### src/rtl/guia05_pkg.sv
// Shared encodings for the Guia 05 logic unit: op codes, FSM states, sweep length.
package guia05_pkg;

    typedef enum logic [2:0] {
        OP_AND  = 3'b000,
        OP_OR   = 3'b001,
        OP_NAND = 3'b010,
        OP_NOR  = 3'b011,
        OP_XOR  = 3'b100,
        OP_XNOR = 3'b101,
        OP_ANDN = 3'b110,
        OP_ORN  = 3'b111
    } op_e;

    typedef enum logic [1:0] {
        ST_IDLE  = 2'b00,
        ST_SWEEP = 2'b01,
        ST_DRAIN = 2'b10
    } state_e;

    localparam int SWEEP_LEN = 32;

endpackage

### src/rtl/guia05_logic_core.sv
// Combinational bitwise evaluator for the eight two-operand logic functions.
module guia05_logic_core
    import guia05_pkg::*;
#(
    parameter int WIDTH = 4
) (
    input  logic [WIDTH-1:0] a,
    input  logic [WIDTH-1:0] b,
    input  logic [2:0]       op,
    output logic [WIDTH-1:0] s
);

    always_comb begin
        s = '0;
        case (op)
            OP_AND:  s = a & b;
            OP_OR:   s = a | b;
            OP_NAND: s = ~(a & b);
            OP_NOR:  s = ~(a | b);
            OP_XOR:  s = a ^ b;
            OP_XNOR: s = ~(a ^ b);
            OP_ANDN: s = a & ~b;
            OP_ORN:  s = ~a | b;
            default: s = '0;
        endcase
    end

endmodule

### src/rtl/guia05_logic_unit.sv
// Registered logic unit with valid/ready handshake and a built-in 32-row truth-table sweep.
//
// state    | meaning
// ST_IDLE  | external operands accepted
// ST_SWEEP | sweep counter feeds the evaluator
// ST_DRAIN | last sweep row loaded, waiting for it to be accepted
module guia05_logic_unit
    import guia05_pkg::*;
#(
    parameter int WIDTH = 4
) (
    input  logic             clk,
    input  logic             rst_n,
    input  logic             in_valid,
    output logic             in_ready,
    input  logic [WIDTH-1:0] a,
    input  logic [WIDTH-1:0] b,
    input  logic [2:0]       op,
    input  logic             sweep_start,
    output logic             sweep_busy,
    output logic             sweep_done,
    output logic             out_valid,
    input  logic             out_ready,
    output logic [WIDTH-1:0] s,
    output logic [WIDTH-1:0] out_a,
    output logic [WIDTH-1:0] out_b,
    output logic [2:0]       out_op,
    output logic             out_last
);

    state_e           state;
    logic [4:0]       cnt;
    logic             load_ok;
    logic             ext_load;
    logic             swp_load;
    logic             swp_last;
    logic [WIDTH-1:0] mux_a;
    logic [WIDTH-1:0] mux_b;
    logic [2:0]       mux_op;
    logic [WIDTH-1:0] core_s;

    always_comb begin
        load_ok    = !out_valid || out_ready;
        in_ready   = (state == ST_IDLE) && !sweep_start && load_ok;
        ext_load   = in_valid && in_ready;
        swp_load   = (state == ST_SWEEP) && load_ok;
        swp_last   = (cnt == 5'(SWEEP_LEN - 1));
        sweep_busy = (state != ST_IDLE);
        sweep_done = (state == ST_DRAIN) && out_valid && out_ready && out_last;
        if (state == ST_SWEEP) begin
            mux_a  = {WIDTH{cnt[1]}};
            mux_b  = {WIDTH{cnt[0]}};
            mux_op = cnt[4:2];
        end else begin
            mux_a  = a;
            mux_b  = b;
            mux_op = op;
        end
    end

    guia05_logic_core #(.WIDTH(WIDTH)) u_core (
        .a  (mux_a),
        .b  (mux_b),
        .op (mux_op),
        .s  (core_s)
    );

    always_ff @(posedge clk or negedge rst_n) begin
        if (!rst_n) begin
            state     <= ST_IDLE;
            cnt       <= '0;
            out_valid <= 1'b0;
            s         <= '0;
            out_a     <= '0;
            out_b     <= '0;
            out_op    <= '0;
            out_last  <= 1'b0;
        end else begin
            if (ext_load || swp_load) begin
                out_valid <= 1'b1;
                s         <= core_s;
                out_a     <= mux_a;
                out_b     <= mux_b;
                out_op    <= mux_op;
                out_last  <= swp_load && swp_last;
            end else if (out_ready) begin
                out_valid <= 1'b0;
            end

            case (state)
                ST_IDLE: begin
                    if (sweep_start) state <= ST_SWEEP;
                end
                ST_SWEEP: begin
                    if (swp_load) begin
                        cnt <= cnt + 5'd1;
                        if (swp_last) state <= ST_DRAIN;
                    end
                end
                ST_DRAIN: begin
                    if (sweep_done) begin
                        state <= ST_IDLE;
                        cnt   <= '0;
                    end
                end
                default: state <= ST_IDLE;
            endcase
        end
    end

endmodule

### config.mk
export PLATFORM = sky130hd
export DESIGN_NAME = guia05_logic_unit
export DESIGN_NICKNAME = d
export VERILOG_FILES = /design/src/rtl/guia05_pkg.sv /design/src/rtl/guia05_logic_core.sv /design/src/rtl/guia05_logic_unit.sv
export SDC_FILE = /design/constraint.sdc
export NUM_CORES = 1
export LEC_CHECK = 0
export CAP_MARGIN = 10
export CORE_MARGIN = 2
export CORE_UTILIZATION = 50
export CTS_CLUSTER_SIZE = 14
export DETAILED_ROUTE_END_ITERATION = 6
export GPL_TIMING_DRIVEN = 0
export PLACE_DENSITY = 0.87
export SLEW_MARGIN = 20
export SYNTH_ARGS = -nofsm -noshare
export SYNTH_HDL_FRONTEND = slang
export SYNTH_HIERARCHICAL = 1
export SYNTH_SLANG_ARGS = --single-unit
### constraint.sdc
create_clock -name clk -period 2.6 [get_ports clk]
set_input_delay 0.52 -clock clk [delete_from_list [all_inputs] [get_ports clk]]
set_output_delay 0.52 -clock clk [all_outputs]
set_load 0.005 [all_outputs]
==> results of run 1 <==
## area by class of cell
cell class	count	area share, %
Timing Repair Buffer	35	16.43
Clock inverter	1	1.429
Inverter	26	4.643
Tap cell	44	2.619
Sequential cell	24	28.57
Clock buffer	3	1.071
Buffer	3	1.310
Multi-Input combinational cell	110	43.93
## path summary, 6_finish.rpt
path                       depth (start not counted)  slack (ps)  startpoint    endpoint
setup reg to reg                                  10         220    state[1]        s[2]
max in group asynchronous                          1        2080       rst_n    out_b[2]
min in group clk                                   1         520        s[0]        s[0]
setup / recovery                                   4         130   out_ready  sweep_done
hold reg to reg                                    1         520        s[0]        s[0]
hold / removal                                     1         150       rst_n   out_op[2]
## synth_stat cells (2+ instances only)
cell type	number	area, um^2
or2_2	2	12.51
nand2b_1	5	31.28
dfrtp_1	24	600.6
and3_1	2	12.51
a22o_1	3	26.28
nor2b_1	3	18.77
nor2_1	3	11.26
nand3_1	6	30.03
nor3b_2	4	50.05
nand2b_2	4	35.03
o22ai_1	5	31.28
mux2_2	11	123.9
inv_1	25	93.84
mux2i_1	8	80.08
buf_6	2	22.52
a21oi_1	13	65.06
xor2_1	8	70.07
or2b_1	4	30.03
and3b_1	2	17.52
ha_1	14	175.2
## stage by stage
stage / hold slack, ps / util [%] / setup WS (ps) / total power [mW] / cell area, um^2
CTS: 528.4 / 67.90 / 115.1 / 2.711 / 2107
finish: 147.8 / 67.74 / 126.1 / 2.678 / 2102
global placement: 488.9 / 66.21 / 174.6 / 2.334 / 2054
global route: 172.5 / 67.74 / 34.00 / 2.941 / 2102
floorplan: 224.4 / - / 538.6 / 1.886 / 1649
detailed placement: 495.5 / 66.21 / 154.0 / 2.414 / 2054
## power breakdown
part           leakage (nW)  total, mW  switching (mW)  internal [mW]
clock network        0.0279      0.276           0.120          0.156
registers             0.282      0.667           0.121          0.547
logic                 0.702       1.73           0.807          0.927
total                  1.01       2.68            1.05           1.63
## state kept, by name, summed over array words and instances (netlist names)
| register | count |
|---|---|
| cnt | 5 |
| out_a | 4 |
| out_b | 4 |
| out_last | 1 |
| out_op | 3 |
| out_valid | 1 |
| s | 4 |
| state | 2 |
## metal layers
layer	vias to the layer above	track usage, %	routed length, um
met5	-	0	0
met4	0	7.903	48
met3	6	3.571	128
met2	38	35.26	1717
met1	581	25.53	1479
li1	626	-	-
## cell families after synthesis
group,after synthesis
AO/OA/AOI/OAI,28
XOR/XNOR,8
adder cells (fa/ha/maj),14
buffers and inverters,29
flip-flops,24
multiplexers,19
AND/OR/NAND/NOR,41
## worst max-delay path, stage by stage
cell	delay, ps
clkdlybuf4s50_1	520
and3_1	200
and2_1	190
clkdlybuf4s50_1	520
## layout by cell type, fill, tap and decap left out, types with 3 or more instances in the layout
| cell type | synthesis | layout |
|---|---|---|
| xor2_1 | 8 | 8 |
| nand3_1 | 6 | 6 |
| a21oi_1 | 13 | 13 |
| nor2b_1 | 3 | 3 |
| o22ai_1 | 5 | 5 |
| nor2_1 | 3 | 3 |
| nand2b_1 | 5 | 5 |
| mux2i_1 | 8 | 8 |
| ha_1 | 14 | 14 |
| nor3b_2 | 4 | 4 |
| or2b_1 | 4 | 4 |
| nand2b_2 | 4 | 4 |
| mux2_2 | 11 | 11 |
| dfrtp_1 | 24 | 24 |
| clkbuf_4 | 0 | 3 |
| a22o_1 | 3 | 3 |
| inv_1 | 25 | 25 |
| clkdlybuf4s50_1 | 0 | 34 |
==> impl_metrics.tcl, run 1 <==
set metrics [dict create \
    outcome "finished, final reports clean" \
    clk_pin_slew_ps 140 \
    fmax_mhz 404.2 \
    yosysWarnings 6 \
    clk_path_buf_depth 2 \
    hold_violations 0 \
    finalSetupTns_ps 0 \
    vias 1251 \
    clock-sinks 24 \
    n_fill_cell 265 \
    ys_types 35 \
    regArea_um2 600.6 \
    ys_ff_latch 24 \
    post_cts_buffers 0 \
    avgRoutedWirePerCell_um 13.72 \
    initial_core_util_pct 53.15 \
    track_usage_pct 20.44 \
    syn_area_um2 1649 \
    area_growth_pct 27.47 \
    num-nets-final 233 \
    cap_violations 0 \
    synth_xor_area_share_pct 4.249 \
    cts_resized 0 \
    cp_max_fo 4 \
    setup_viol 0 \
    die_h_um 61.43 \
    post-place-cells 242 \
    async_flop_share_pct 100.0 \
    synth_mux_area_share_pct 12.37 \
    postRouteAntennaNets 0 \
    start_kind "primary input" \
    cts_buffers 3 \
    first_global_vias 1262 \
    ys_seq_area_share_pct 36.42 \
    syn-num-nets 193 \
    antenna_found_initial 0 \
    crit_type "in -> out" \
    cts_root_buf "clkbuf_4" \
    maxSlewViolCount 0 \
    fin_cells 246 \
    tritoncts "yes" \
    die_area_um2 3774 \
    finalCritPeriodShare_pct 95.15 \
    die_w_um 61.43 \
    power_density_nw_per_um2 1274 \
    period_needed_ps 2474 \
    diodes 0 \
    worst_slew_pin_slew_ps 539.9 \
    grt_max_degree 25 \
    clock-skew-final_ps 10.79 \
    layout-drive-gt1-share_pct 15.84 \
    synth_top_family_by_area "simple AND/OR/NAND/NOR gates" \
    pin_count 36 \
    place.gp.congestion 0.8364 \
    drc 0 \
    yosys.area_share.adder_pct 10.62 \
    grt_pass1_wl_um 5637 \
    synth_cells 163 \
    p_leak_nw 1.012 \
    vdd_drop_max_mv 0.4938 \
    max_slew_margin_pct 64.00 \
    synth_compound_area_share_pct 11.31 \
    crit_required_ps 2080 \
    rsz0062_at_grt "no" \
    hp-class "in -> async" \
    postCtsHoldBufs 0 \
    ys.flop_type "dfrtp_1" \
    via_per_inst 5.085 \
    dp.final_hpwl_um 2685 \
    port_buffers 35 \
    synthSimpleGateAreaFrac_pct 17.45 \
    core_um2 3103 \
    cts-htree-levels 1 \
    insertion_delay_ps 330 \
    grt_overflow 0 \
    multi_input_area_um2 923.4 \
    cp.arrival_ps 1950 \
    rows 20 \
    synth-edff-count 0 \
    drt-initial-drc-count 21 \
    drt-total-wl_um 3374 \
    cp-end-kind "output port" \
    drtPass1Iterations 4 \
    synth.avg_cell_area_um2 10.12 \
]
Power figures use the tool's default switching activity.
==> run 2: changes to the inputs <==
--- a/config.mk
+++ b/config.mk
@@ -10,7 +10,6 @@
 export CORE_UTILIZATION = 50
 export CTS_CLUSTER_SIZE = 14
 export DETAILED_ROUTE_END_ITERATION = 6
-export GPL_TIMING_DRIVEN = 0
 export PLACE_DENSITY = 0.87
 export SLEW_MARGIN = 20
 export SYNTH_ARGS = -nofsm -noshare
==> run 2 against run 1 <==
Against the previous run: via count shrank 1.9%; first-iteration DRC count rose by 71%; cell count decreased by 0.41%; register-to-register slack improved by 30 ps; worst hold slack gained 370 ps; fmax up 1.4%; combinational power hardly changed; sequential power about the same; total power fell by 4.1%; utilization decreased by 0.77 points; largest cell class unchanged.
==> impl_metrics.tcl, run 2 (same netlist as run 1, synthesis figures left out) <==
set metrics [dict create \
    post-place-cells 241 \
    maxSlewViolCount 0 \
    setup_viol 0 \
    port_buffers 35 \
    regMostFlops "cnt" \
    tritoncts "yes" \
    cts_root_buf "clkbuf_4" \
    multi_input_area_um2 923.4 \
    vias 1227 \
    n_fill_cell 253 \
    cap_violations 0 \
    first_global_vias 1246 \
    hold_violations 0 \
    cp-end-kind "output port" \
    worst_slew_pin_slew_ps 462.6 \
    period_needed_ps 2439 \
    place.gp.congestion 0.7895 \
    grt_overflow 0 \
    post_cts_buffers 0 \
    initial_core_util_pct 53.15 \
    rows 20 \
    drc 0 \
    power_density_nw_per_um2 1236 \
    layout_commonest_cell "clkdlybuf4s50_1" \
    vdd_drop_max_mv 0.5132 \
    cp.arrival_ps 1920 \
    regArea_um2 600.6 \
    fin_cells 245 \
    diodes 0 \
    dp.final_hpwl_um 2599 \
    cts_buffers 3 \
    outcome "finished, final reports clean" \
    die_h_um 61.43 \
    core_um2 3103 \
    clk_path_buf_depth 2 \
    finalCritPeriodShare_pct 93.79 \
    layout-drive-gt1-share_pct 14.93 \
    insertion_delay_ps 310 \
    largest_reg_flops 5 \
    fin_util_pct 66.98 \
    p_leak_nw 0.9971 \
    avgRoutedWirePerCell_um 12.98 \
    drt-initial-drc-count 36 \
    clock-sinks 24 \
    finalSetupTns_ps 0 \
    postRouteAntennaNets 0 \
    fmax_mhz 410.1 \
    via_per_inst 5.008 \
    clk_pin_slew_ps 120 \
    cp_max_fo 4 \
    pin_count 36 \
    grt_max_degree 25 \
    mostFrequentLayoutCells "35 x clkdlybuf4s50_1, 25 x inv_1, 24 x dfrtp_1" \
    crit_type "in -> out" \
    cts-htree-levels 1 \
    track_usage_pct 18.92 \
    die_w_um 61.43 \
    start_kind "primary input" \
    grt_pass1_wl_um 5244 \
    cts_resized 0 \
    area_growth_pct 26.02 \
    rsz0062_at_grt "no" \
    postCtsHoldBufs 0 \
    antenna_found_initial 0 \
    num-nets-final 232 \
    die_area_um2 3774 \
    max_slew_margin_pct 69.06 \
    drtPass1Iterations 4 \
    crit_required_ps 2080 \
    clock-skew-final_ps 1.083 \
    hp-class "reg -> reg" \
    drt-total-wl_um 3179 \
]
[run 2: cell types whose count changed in the layout (fill, tap and decap cells not counted)]
cell and delta:
buf_4 +2, buf_6 -2, buf_2 -2, bufinv_16 -1
clkbuf_8 +1, clkdlybuf4s50_1 +1
[run 2: path summary, 6_finish.rpt]
check | from | end | slack (ps) | depth (start not counted)
worst max register to register | state[1] | s[2] | 250 | 9
min in group asynchronous | rst_n | cnt[3] | 540 | 2
max in group asynchronous | rst_n | out_a[3] | 1830 | 2
worst min-delay path | out_op[2] | out_op[2] | 520 | 1
worst max-delay path | out_ready | sweep_done | 160 | 4
worst min register to register | out_op[2] | out_op[2] | 520 | 1
[run 2: worst max-delay path, cell delays in order]
cell and delay [ps]:
clkdlybuf4s50_1 520, and3_1 190, and2_1 180, clkdlybuf4s50_1 510
[run 2: report_power, final]
group	leakage, nW	total (mW)	internal [mW]	switching, mW
sequential	0.282	0.669	0.547	0.122
clock	0.0210	0.193	0.0856	0.107
combinational	0.694	1.71	0.903	0.803
total	0.997	2.57	1.54	1.03
[run 2: cell type report]
class	instances	area share, %
clock buffers	4	1.746
flip-flops and latches	24	28.90
well taps	44	2.649
multi-input cells	110	44.43
inverters	26	4.696
repair buffers	37	17.58
[run 2: metrics by stage]
step	hold WS, ps	power [mW]	setup slack (ps)	instance area (um^2)
after floorplan	224.4	1.886	538.6	1649
after global placement	489.1	2.305	205.2	2042
after detailed placement	495.5	2.391	168.1	2042
after CTS	525.0	2.591	171.2	2078
after global routing	544.5	2.813	98.11	2078
final	521.7	2.568	161.4	2078
[run 2: layer usage]
metal  global-route usage (%)  wire length [um]  vias to the layer above
met5                        0                 0                        -
met4                    7.295                48                        0
met3                    2.521                67                        5
met2                    33.13              1584                       21
met1                    23.73              1478                      572
li1                         -                 -                      629
